===== src/rtl/fb_fifo_drain_pkg.sv =====
// Shared types and constants for the framebuffer FIFO drain engine.
package fb_fifo_drain_pkg;

    typedef enum logic [1:0] {
        IDLE  = 2'd0,
        FILL  = 2'd1,
        BURST = 2'd2,
        DONE  = 2'd3
    } drain_state_t;

    localparam int unsigned BYTES_PER_WORD = 8;

endpackage


===== src/rtl/fb_fifo_drain_buffer.sv =====
// Burst staging register file: one synchronous write port, one combinational read port.
module fb_fifo_drain_buffer #(
    parameter int unsigned DEPTH = 8,
    parameter int unsigned IDX_W = $clog2(DEPTH)
) (
    input  logic             clock,
    input  logic             aclr,
    input  logic             wr_en,
    input  logic [IDX_W-1:0] wr_idx,
    input  logic [63:0]      wr_data,
    input  logic [IDX_W-1:0] rd_idx,
    output logic [63:0]      rd_data
);

    logic [63:0] regs [DEPTH];

    always_ff @(posedge clock or posedge aclr) begin
        if (aclr) begin
            for (int i = 0; i < int'(DEPTH); i++) begin
                regs[i] <= '0;
            end
        end else if (wr_en) begin
            regs[wr_idx] <= wr_data;
        end
    end

    assign rd_data = regs[rd_idx];

endmodule


===== src/rtl/fb_fifo_drain.sv =====
// Drains framebuffer FIFO words into fixed-length Avalon-MM write bursts, one frame per start.
module fb_fifo_drain
    import fb_fifo_drain_pkg::*;
#(
    parameter int unsigned ADDR_WIDTH  = 32,
    parameter int unsigned BURST_LEN   = 8,
    parameter int unsigned FRAME_WORDS = 192000
) (
    input  logic                          clock,
    input  logic                          aclr,
    input  logic                          start,
    input  logic [ADDR_WIDTH-1:0]         fb_base,
    output logic                          busy,
    output logic                          done,
    output logic                          fifo_read,
    input  logic [63:0]                   fifo_readdata,
    input  logic                          fifo_waitrequest,
    output logic [ADDR_WIDTH-1:0]         mem_address,
    output logic [$clog2(BURST_LEN):0]    mem_burstcount,
    output logic                          mem_write,
    output logic [63:0]                   mem_writedata,
    output logic [7:0]                    mem_byteenable,
    input  logic                          mem_waitrequest
);

    localparam int unsigned IDX_W  = $clog2(BURST_LEN);
    localparam int unsigned CNT_W  = IDX_W + 1;
    localparam int unsigned WCNT_W = $clog2(FRAME_WORDS + 1);

    drain_state_t          state_q, state_d;
    logic [CNT_W-1:0]      issued_q;
    logic [CNT_W-1:0]      captured_q;
    logic [IDX_W-1:0]      beat_q;
    logic                  rd_pend_q;
    logic [WCNT_W-1:0]     word_cnt_q;
    logic [ADDR_WIDTH-1:0] addr_q;

    logic                  take_start;
    logic                  beat_adv;
    logic                  burst_end;
    logic                  frame_last;
    logic [63:0]           buf_rd_data;

    assign frame_last = (word_cnt_q + WCNT_W'(BURST_LEN)) == WCNT_W'(FRAME_WORDS);

    always_ff @(posedge clock or posedge aclr) begin
        if (aclr) begin
            state_q <= IDLE;
        end else begin
            state_q <= state_d;
        end
    end

    // Next state plus state-decoded handshakes; fifo_read must react to waitrequest in-cycle.
    always_comb begin
        state_d    = state_q;
        busy       = 1'b0;
        done       = 1'b0;
        fifo_read  = 1'b0;
        mem_write  = 1'b0;
        take_start = 1'b0;
        beat_adv   = 1'b0;
        burst_end  = 1'b0;
        unique case (state_q)
            IDLE: begin
                if (start) begin
                    take_start = 1'b1;
                    state_d    = FILL;
                end
            end
            FILL: begin
                busy      = 1'b1;
                fifo_read = !fifo_waitrequest && (issued_q < CNT_W'(BURST_LEN));
                if (rd_pend_q && (captured_q == CNT_W'(BURST_LEN - 1))) begin
                    state_d = BURST;
                end
            end
            BURST: begin
                busy      = 1'b1;
                mem_write = 1'b1;
                if (!mem_waitrequest) begin
                    beat_adv = 1'b1;
                    if (beat_q == IDX_W'(BURST_LEN - 1)) begin
                        burst_end = 1'b1;
                        state_d   = frame_last ? DONE : FILL;
                    end
                end
            end
            DONE: begin
                done    = 1'b1;
                state_d = IDLE;
            end
            default: state_d = IDLE;
        endcase
    end

    // Fill/burst counters, frame word counter and burst address.
    always_ff @(posedge clock or posedge aclr) begin
        if (aclr) begin
            issued_q   <= '0;
            captured_q <= '0;
            beat_q     <= '0;
            rd_pend_q  <= 1'b0;
            word_cnt_q <= '0;
            addr_q     <= '0;
        end else begin
            rd_pend_q <= fifo_read;
            if (take_start) begin
                addr_q     <= fb_base;
                word_cnt_q <= '0;
                issued_q   <= '0;
                captured_q <= '0;
                beat_q     <= '0;
            end else if (burst_end) begin
                addr_q     <= addr_q + ADDR_WIDTH'(BURST_LEN * BYTES_PER_WORD);
                word_cnt_q <= word_cnt_q + WCNT_W'(BURST_LEN);
                issued_q   <= '0;
                captured_q <= '0;
                beat_q     <= '0;
            end else begin
                if (fifo_read) begin
                    issued_q <= issued_q + CNT_W'(1);
                end
                if (rd_pend_q) begin
                    captured_q <= captured_q + CNT_W'(1);
                end
                if (beat_adv) begin
                    beat_q <= beat_q + IDX_W'(1);
                end
            end
        end
    end

    fb_fifo_drain_buffer #(
        .DEPTH (BURST_LEN),
        .IDX_W (IDX_W)
    ) u_buffer (
        .clock   (clock),
        .aclr    (aclr),
        .wr_en   (rd_pend_q),
        .wr_idx  (captured_q[IDX_W-1:0]),
        .wr_data (fifo_readdata),
        .rd_idx  (beat_q),
        .rd_data (buf_rd_data)
    );

    assign mem_address    = addr_q;
    assign mem_burstcount = mem_write ? CNT_W'(BURST_LEN) : '0;
    assign mem_writedata  = mem_write ? buf_rd_data : '0;
    assign mem_byteenable = 8'hFF;

endmodule

===== config.mk =====
export PLATFORM = sky130hd
export DESIGN_NAME = fb_fifo_drain
export DESIGN_NICKNAME = d
export VERILOG_FILES = /design/src/rtl/fb_fifo_drain_pkg.sv /design/src/rtl/fb_fifo_drain_buffer.sv /design/src/rtl/fb_fifo_drain.sv
export SDC_FILE = /design/constraint.sdc
export NUM_CORES = 1
export LEC_CHECK = 0
export BUFFER_PORTS_ARGS = -buffer_cell sky130_fd_sc_hd__buf_2
export CAP_MARGIN = 5
export CELL_PAD_IN_SITES_DETAIL_PLACEMENT = 1
export CELL_PAD_IN_SITES_GLOBAL_PLACEMENT = 2
export CORE_UTILIZATION = 47
export DETAILED_ROUTE_END_ITERATION = 10
export PLACE_DENSITY_LB_ADDON = 0.1
export SETUP_SLACK_MARGIN = 0.3
export SLEW_MARGIN = 15
export SYNTH_ARGS = -nofsm -noshare
export SYNTH_HDL_FRONTEND = slang
export SYNTH_SLANG_ARGS = --single-unit

===== constraint.sdc =====
create_clock -name clock -period 24.7 [get_ports clock]
set_input_delay 0 -clock clock [delete_from_list [all_inputs] [get_ports clock]]
set_output_delay 0 -clock clock [all_outputs]
set_load 0.005 [all_outputs]

Word level (Yosys, flattened, before mapping)
Index checks and enable logic that the tools add are counted.
{"block": "word_totals", "reg_bits": 576, "wordCells": 85, "in_bits": 101}
{"block": "op_classes", "order_cmp": 4, "n_bitwise": 2, "n_mux": 38, "add_sub_neg": 5, "eq_ne": 10, "n_reduce_logical": 11}
{"cell": "$bwmux W512", "n": 1}
{"cell": "$mux W64", "n": 4}
{"cell": "$bmux W64 S3", "n": 1}
{"cell": "$demux W64 S3", "n": 1}
{"cell": "$mux W32", "n": 2}
{"cell": "$mux W18", "n": 2}
{"cell": "$add A32 B7 Y32 const B", "n": 1}
{"cell": "$mux W4", "n": 7}
{"cell": "$add A18 B4 Y18 const B", "n": 1}
{"cell": "$eq A18 B18 Y1 const B", "n": 1}
{"cell": "$mux W1", "n": 11}
{"cell": "$mux W2", "n": 5}
{"cell": "$mux W3", "n": 3}
{"cell": "$reduce_bool A3 Y1", "n": 3}
{"cell": "$add A4 B1 Y4 const B", "n": 2}
{"cell": "$ge A4 B4 Y1 const B", "n": 2}
{"cell": "$ne A2 B2 Y1 const B", "n": 4}
{"cell": "$not A3 Y4", "n": 2}
{"cell": "$pmux W2 S4", "n": 1}
{"cell": "$eq A2 B2 Y1 const B", "n": 2}
{"cell": "$eq A4 B3 Y1 const B", "n": 1}
{"cell": "$lt A4 B1 Y1 const B", "n": 1}
{"cell": "$lt A4 B4 Y1 const B", "n": 1}
{"cell": "$reduce_and A4 Y1", "n": 1}
{"cell": "other kinds (8)", "n": 10}

Logic depth before layout (Yosys ltp)
Gate-level depths: netlist (run 1).
{"block": "logic_depth", "word_depth": 6, "ltp_mapped": 9, "mapped_depth_nobuf": 7}

Cells and area by module
From an unflattened synthesis (run 1), not the netlist that was laid out.
{"block": "unflattened", "hier_cells": 1775, "hier_area_um2": 26967.1}
{"mod": "fb_fifo_drain_buffer", "area_each_um2": 23053.4, "instances": 1, "cells_each": 1315}
{"mod": "fb_fifo_drain", "area_each_um2": 3913.8, "instances": 1, "cells_each": 460}

Worst setup path after synthesis (run 1)
Ideal clock, no wire load.
{"block": "synth_path", "kind": "register -> register", "startpoint": "register state_q[0]", "endpoint": "register addr_q[31] (netlist: mem_address[31])", "setup_slack_ns": 22.778, "required_ns": 24.568, "arrival_ns": 1.790, "path_stages_with_launch": 9, "path_cell_list": "dfrtp_1 inv_1 ha_1 buf_4 nand3b_4 nor4_4 nand4_1 xor2_1 o21ai_1"}
{"block": "synth_between", "elab_chain_len": 3, "elab_cells_between_ends": 6}
{"element": "start, declared", "line_no": "fb_fifo_drain.sv:30", "rtl": "drain_state_t state_q, state_d;"}
{"element": "start signal, assigned", "line_no": "fb_fifo_drain.sv:50", "rtl": "state_q <= state_d;"}
{"element": "$eq A2 B2 Y1 or $logic_not A2 Y1 (tied branches)", "line_no": "fb_fifo_drain.sv:64", "rtl": "unique case (state_q)"}
{"element": "$mux W1", "line_no": "fb_fifo_drain.sv:64"}
{"element": "$reduce_bool A2 Y1 (no source line) or $mux W32 (tied branches)"}
{"element": "end signal, assigned", "line_no": "fb_fifo_drain.sv:109", "rtl": "addr_q <= fb_base;"}
{"element": "end signal, assigned", "line_no": "fb_fifo_drain.sv:115", "rtl": "addr_q <= addr_q + ADDR_WIDTH'(BURST_LEN * BYTES_PER_WORD);"}
{"element": "end, declared", "line_no": "fb_fifo_drain.sv:36", "rtl": "logic [ADDR_WIDTH-1:0] addr_q;"}
Several ways; a longest one is shown, not always the timed one.
A chain may end at the register's enable or synchronous reset.

Worst setup path in the final report (run 1)
{"block": "layout_path", "startpoint": "register beat_q[0]", "endpoint": "output port mem_writedata[8]"}
{"block": "layout_between", "elab_chain_len": 5}
{"element": "start, declared", "line_no": "fb_fifo_drain.sv:33", "rtl": "logic [IDX_W-1:0] beat_q;"}
{"element": "start signal, assigned", "line_no": "fb_fifo_drain.sv:128", "rtl": "beat_q <= beat_q + IDX_W'(1);"}
{"element": "$not A3 Y4 (not written as such)", "line_no": "fb_fifo_drain_buffer.sv:27", "rtl": "assign rd_data = regs[rd_idx];"}
{"element": "$bmux W64 S3", "line_no": "fb_fifo_drain_buffer.sv:27"}
{"element": "$mux W64 (not written as such) (2 in series)", "line_no": "fb_fifo_drain_buffer.sv:27"}
{"element": "$mux W64", "line_no": "fb_fifo_drain.sv:149", "rtl": "assign mem_writedata = mem_write ? buf_rd_data : '0;"}
{"element": "end, declared", "line_no": "fb_fifo_drain.sv:21", "rtl": "output logic [63:0] mem_writedata,"}
No other way between the ends. The select of a mux whose other input is x is not followed.

==> flow_metrics.tcl, run 1 <==
set metrics [dict create \
    wl_met2_um 32710 \
    grt_pass1_wl_um 105100 \
    vias 15779 \
    final_nets 2149 \
    async_reset_ff_share_pct 100.0 \
    relSlewSlack_pct 25.27 \
    max_stage_delay_ps 820 \
    p_leak_nw 13.47 \
    worst_ep_required_time_ps 24700 \
    layout_commonest_cell "dfrtp_1" \
    synth.avg_cell_area_um2 15.08 \
    p_comb_share_pct 31.7 \
    synth-edff-count 0 \
    die-area_um2 57250 \
    p_sw_share_pct 29.04 \
    fin_tns_setup_ps 0 \
    grt_max_degree 189 \
    clockPowerShare_pct 26.1 \
    r2r_slack_ps 21430 \
    wl_per_cell_um 22.75 \
    crit_type "reg -> out" \
    hold_buffers 109 \
    fill_cells 5290 \
    clk_latency_ps 630 \
    fin_crit_ps 3886 \
    cp.arrival_ps 3890 \
    ir_drop_mv 0.07096 \
    portBuffers 201 \
    track_usage_pct 23.69 \
    power_density_nw_per_um2 122.3 \
    clk_pin_slew_ps 60 \
    most-common-layout-cells "dfrtp_1 (570), mux2_2 (512), buf_2 (201)" \
    drv_slew 0 \
    internal-power_mw 2.725 \
    numClockSinks 573 \
    ios 213 \
    cp_slowest_cell "dfrtp_4" \
    status "finished clean" \
    syn_to_final_growth_pct 18.65 \
    cap_violations 0 \
    core-area_um2 55310 \
    post-route-drc-count 0 \
    met1_length_um 28140 \
    yosysTopAreaCell "dfrtp_1" \
    ant_nets 0 \
    ys_seq_area_share_pct 54.19 \
    drtPass1Iterations 4 \
    end_kind "primary output" \
    cts_tree "done" \
    ctsResizeCount 0 \
    drt-initial-drc-count 572 \
    seqPwrFrac_pct 42.2 \
    yosys_register_bits 573 \
    htreeDepth 2 \
    worstSetupStartpointType "flip-flop" \
    synth_ff_type "dfrtp_1" \
    timing_hold_violations_final 0 \
    grt_pass1_vias 18068 \
    yosys_warnings 0 \
    path_cells "buf_4, buf_4, mux4_2, mux2i_1, nor2b_1, buf_2" \
    fin_crit_sh_pct 15.73 \
    ys_types 54 \
    rsz0062_at_grt "no" \
    die_h_um 239.3 \
    hold_slack_ps 77.20 \
    yosys-top-cells-area "dfrtp_1 (54%), mux2_2 (22%), mux4_2 (11%)" \
    viasPerCell 5.562 \
    numCtsBuffers 61 \
    reg2reg_from "state_q[0]" \
    timing.fmax_mhz 257.3 \
    drt-total-wl_um 64540 \
    antenna_found_initial 4 \
    grt_overflow_total 0 \
    min_path_type "in -> async" \
    drive_gt1_share_pct 47.89 \
    path_max_fanout 34 \
    cts_setup_buffers 0 \
    hpwl_um 36270 \
    path_common_cell "buf_4" \
    die_x_um 239.3 \
    syn_area_um2 26460 \
    path_delay_family "buffers and inverters" \
    initial_core_util_pct 47.84 \
    clock-root-buffer "clkbuf_16" \
    critPathLaunch "beat_q[0]" \
    route.met3.wl_um 1994 \
    netlist.area_leader.share_pct 54.19 \
    cts_max_path_buffers 3 \
    p_switching_mw 1.115 \
    dr.max_layer_used "met5" \
    place.gp.congestion 0.7287 \
    synth_cells 1755 \
    cp_num_buf_inv 3 \
    skew_ps 20.88 \
    setup_viol 0 \
    tightest_slew_ps 1121 \
    rows 86 \
]
worst paths after layout:
kind | cells past startpoint | to
min | 3 | u_buffer.regs[115]
max reg2reg | 8 | mem_address[18]
min reg2reg | 1 | u_buffer.regs[290]
min in group clock | 4 | mem_address[20]
max | 6 | mem_writedata[8]
max in group asynchronous | 5 | u_buffer.regs[464]
layer usage:
layer | track usage, % | up-vias
li1 | - | 6972
met1 | 31.29 | 8447
met2 | 40.62 | 240
met3 | 3.273 | 114
met4 | 7.168 | 6
met5 | 0 | -
power by group through the flow:
stage	combinational, mW	clock (mW)	sequential [mW]
detailed placement	1.21	0	1.63
global route	1.33	1.06	1.68
floorplan	0.978	0	1.51
CTS	1.24	1.03	1.62
global placement	1.17	0	1.60
finish	1.22	1.00	1.62
per-stage QoR:
| stage | cells | setup WS [ps] | power [mW] | instance area, µm² | utilization (%) |
|---|---|---|---|---|---|
| after floorplan | 1764 | 8671 | 2.493 | 26490 | - |
| after global placement | 2613 | 21360 | 2.769 | 28060 | 50.73 |
| after detailed placement | 2613 | 21320 | 2.840 | 28060 | 50.73 |
| after CTS | 2836 | 20620 | 3.892 | 31390 | 56.76 |
| after global routing | 2836 | 20460 | 4.076 | 31390 | 56.76 |
| final | 2837 | 20810 | 3.840 | 31400 | 56.77 |
state kept, by name, indices dropped and copies added, names as in the netlist:
signal and flops:
beat_q 3, captured_q 4, issued_q 4, mem_address 32, rd_pend_q 1, state_q 2, u_buffer.regs 512, word_cnt_q 15
worst reg2reg max path, stage by stage (launching register included):
cell and delay [ps]:
dfrtp_1 410, inv_1 150, ha_2 370, buf_4 760
nand4b_1 360, nor3_2 590, nand3_1 200, xor2_1 170
o21ai_0 170
layout make-up:
type	count	area (µm²)	share of cell area, %
antenna	1	2.502	0.007970
clock buffer	83	1779	5.667
clock inverter	31	466.7	1.486
inverter	6	30.03	0.09564
multi-input combinational	1060	11530	36.74
sequential	573	14350	45.71
tap	748	935.9	2.981
timing repair buffer	335	2297	7.317
synthesized netlist by cell type, types with 13 or more instances:
library cell / count
mux2_2: 512
xor2_1: 30
buf_2: 74
mux4_2: 128
nand2_1: 65
nand4_1: 13
nand3_1: 15
nor2_1: 31
o21ai_0: 24
nor2b_1: 65
dfrtp_1: 573
buf_4: 14
clkbuf_1: 30
mux2i_1: 68
logic make-up after synthesis:
logic type               count (synthesis)  share of synthesized area (%)
XOR/XNOR                                42                          1.390
other                                    2                        0.02838
flip-flops                             573                          54.19
AND/OR/NAND/NOR                        243                          5.235
buffers and inverters                  131                          2.421
AO/OA/AOI/OAI                           45                         0.9600
multiplexers                           708                          35.26
adder cells (fa/ha/maj)                 11                         0.5201
Note: power is estimated with default switching activity, not from simulation.
==> inputs of run 2 (changes only) <==
- ABC_AREA: unset -> 1
- CORE_UTILIZATION: 47 -> 33
- clock period: 24.7 -> 3.45 ns (I/O delays scaled with it)
==> run 2 against run 1 <==
Cell count increased by 57%. Die area increased by 40%. Combinational power increased to 7.5 times the previous value. Worst hold slack improved by 95 ps. Largest power group unchanged.
==> flow_metrics.tcl, run 2 <==
set metrics [dict create \
    status "finished clean" \
    cp.arrival_ps 2990 \
    worstSetupStartpointType "flip-flop" \
    grt_max_degree 164 \
    yosysTopAreaCell "dfrtp_1" \
    crit_type "reg -> out" \
    yosys_warnings 0 \
    total_power_mw 27.42 \
    clock-root-buffer "clkbuf_16" \
    drtPass1Iterations 5 \
    grt_pass1_wl_um 141800 \
    die_h_um 283.4 \
    clk_pin_slew_ps 60 \
    cap_violations 0 \
    tightest_slew_ps 1071 \
    drt-initial-drc-count 1425 \
    ys_seq_area_share_pct 54.88 \
    fin_crit_sh_pct 86.61 \
    grt_pass1_vias 24153 \
    synth_cells 3166 \
    skew_ps 13.65 \
    synth_ff_type "dfrtp_1" \
    wl_per_cell_um 19.70 \
    track_usage_pct 22.05 \
    cts_max_path_buffers 3 \
    post-route-drc-count 0 \
    setup_viol 0 \
    rows 102 \
    grt_overflow_total 0 \
    yosys_register_bits 573 \
    regMostFlops "u_buffer.regs" \
    busiest_layer "met2" \
    portBuffers 201 \
    die-area_um2 80310 \
    met1_usage_pct 30.40 \
    drt-total-wl_um 87840 \
    fill_cells 9175 \
    hpwl_um 50320 \
    worst_ep_required_time_ps 3450 \
    grtUsageMet2_pct 36.65 \
    r2r_slack_ps 730 \
    core-area_um2 77850 \
    layout_commonest_cell "o21ai_0" \
    ff2ff_path_depth 10 \
    synth_common_cells "o21ai_0 (710), nand2_1 (662), dfrtp_1 (573)" \
    min_path_type "in -> reg" \
    fin_crit_ps 2988 \
    synth-edff-count 0 \
    cts_tree "done" \
    die_x_um 283.4 \
    end_kind "primary output" \
    layout_setup_ws_ps 461.8 \
    path_max_fanout 98 \
    timing_hold_violations_final 0 \
    htreeDepth 3 \
    ys_types 36 \
    whs_path_depth 4 \
    ir_drop_mv 0.5683 \
    power_density_nw_per_um2 873.5 \
    numClockSinks 573 \
    numCtsBuffers 70 \
    viasPerCell 5.120 \
    place_ws_ps 658.4 \
    vias 22831 \
    ios 213 \
    rsz0062_at_grt "yes" \
    yosys.cell_count.top_type "o21ai_0" \
    yosys-top-cells-area "dfrtp_1 (55%), o21ai_0 (14%), nand2_1 (9.5%)" \
    synth.avg_cell_area_um2 8.253 \
    timing.fmax_mhz 334.6 \
    syn_to_final_growth_pct 20.12 \
    async_reset_ff_share_pct 100.0 \
    netlist.area_leader.share_pct 54.88 \
    cts_setup_buffers 0 \
    reg2reg_to "mem_address[7]" \
    reg2reg_from "state_q[0]" \
    place.gp.congestion 0.7863 \
    largest_register_ffs 512 \
    drive_gt1_share_pct 11.41 \
    p_leak_nw 14.69 \
    relSlewSlack_pct 28.61 \
    min_from "fb_base[10]" \
    antenna_found_initial 5 \
    clk_latency_ps 610 \
    syn_area_um2 26130 \
    final_nets 3474 \
    initial_core_util_pct 33.56 \
    hold_end "mem_address[10]" \
    most-common-layout-cells "o21ai_0 (710), nand2_1 (656), dfrtp_1 (571)" \
    ant_nets 0 \
    drv_slew 0 \
    grtUsageMet3_pct 2.982 \
]
[run 2: cell types whose count changed after synthesis, sizes merged, moves of 126 or more]
cell and change:
o21ai +828, nand2 +601, mux2 -512, nor2 +406, mux4 -128, clkbuf +126
[run 2: power breakdown]
| group | internal, mW | switching [mW] | total [mW] |
|---|---|---|---|
| logic | 3.28 | 5.80 | 9.09 |
| clock network | 4.30 | 2.97 | 7.27 |
| registers | 9.40 | 1.66 | 11.1 |
| total | 17.0 | 10.4 | 27.4 |
[run 2: worst max-delay path by stage]
stage                     cells past startpoint                 to       start
final                                         7  mem_writedata[16]   beat_q[0]
after global routing                          7  mem_writedata[59]   beat_q[1]
after CTS                                     7  mem_writedata[58]   beat_q[1]
after detailed placement                      8     mem_address[8]  state_q[0]
after global placement                        8     mem_address[8]  state_q[0]
after floorplan                               1          beat_q[0]        aclr
[run 2: worst max-delay path, stage by stage (launching register included)]
cell and delay (ps):
dfrtp_4 540, inv_8 470, buf_4 450, o21ai_0 130, o22ai_1 160, o21ai_1 90
a31oi_1 330, buf_2 190
[run 2: through the flow]
stage,hold WS [ps],instances,TNS (ps),utilization [%],instance area [µm²]
after floorplan,109.6,3175,-2495740,-,26170
after detailed placement,95.64,4220,0,35.99,28010
after CTS,148.1,4457,0,40.30,31370
after global placement,90.06,4220,0,35.99,28010
final,172.2,4459,0,40.32,31390
after global routing,184.5,4459,0,40.32,31390
[run 2: final cells by class]
cell class / instances / area [µm²] / share of cell area [%]
inverter: 126 / 496.7 / 1.583
timing repair buffer: 356 / 2644 / 8.423
multi-input combinational: 2235 / 10340 / 32.96
antenna: 2 / 5.005 / 0.01595
clock buffer: 112 / 2123 / 6.765
tap: 1040 / 1301 / 4.146
sequential: 573 / 14350 / 45.71
clock inverter: 15 / 126.4 / 0.4026
[run 2: cell families after synthesis]
| logic type | Yosys count | share of synthesized area, % |
|---|---|---|
| AND/OR/NAND/NOR | 1179 | 17.74 |
| other | 2 | 0.02874 |
| AO/OA/AOI/OAI | 1019 | 20.39 |
| flip-flops | 573 | 54.88 |
| adder cells (fa/ha/maj) | 11 | 0.5267 |
| buffers and inverters | 367 | 5.933 |
| XOR/XNOR | 15 | 0.5028 |
[run 2: metal layers]
layer | part of all wire [%] | vias up
met4 | 1.9 | 4
met2 | 48 | 337
met5 | 0.027 | -
met1 | 47 | 11473
li1 | - | 10910
met3 | 3.2 | 107
[run 2: repair_timing]
action,in CTS,in global routing
gates resized for setup,2,4
hold buffers,110,0
hold endpoints to repair,627,0
gates cloned,0,0
pin swaps,0,0
setup endpoints to repair,13,8
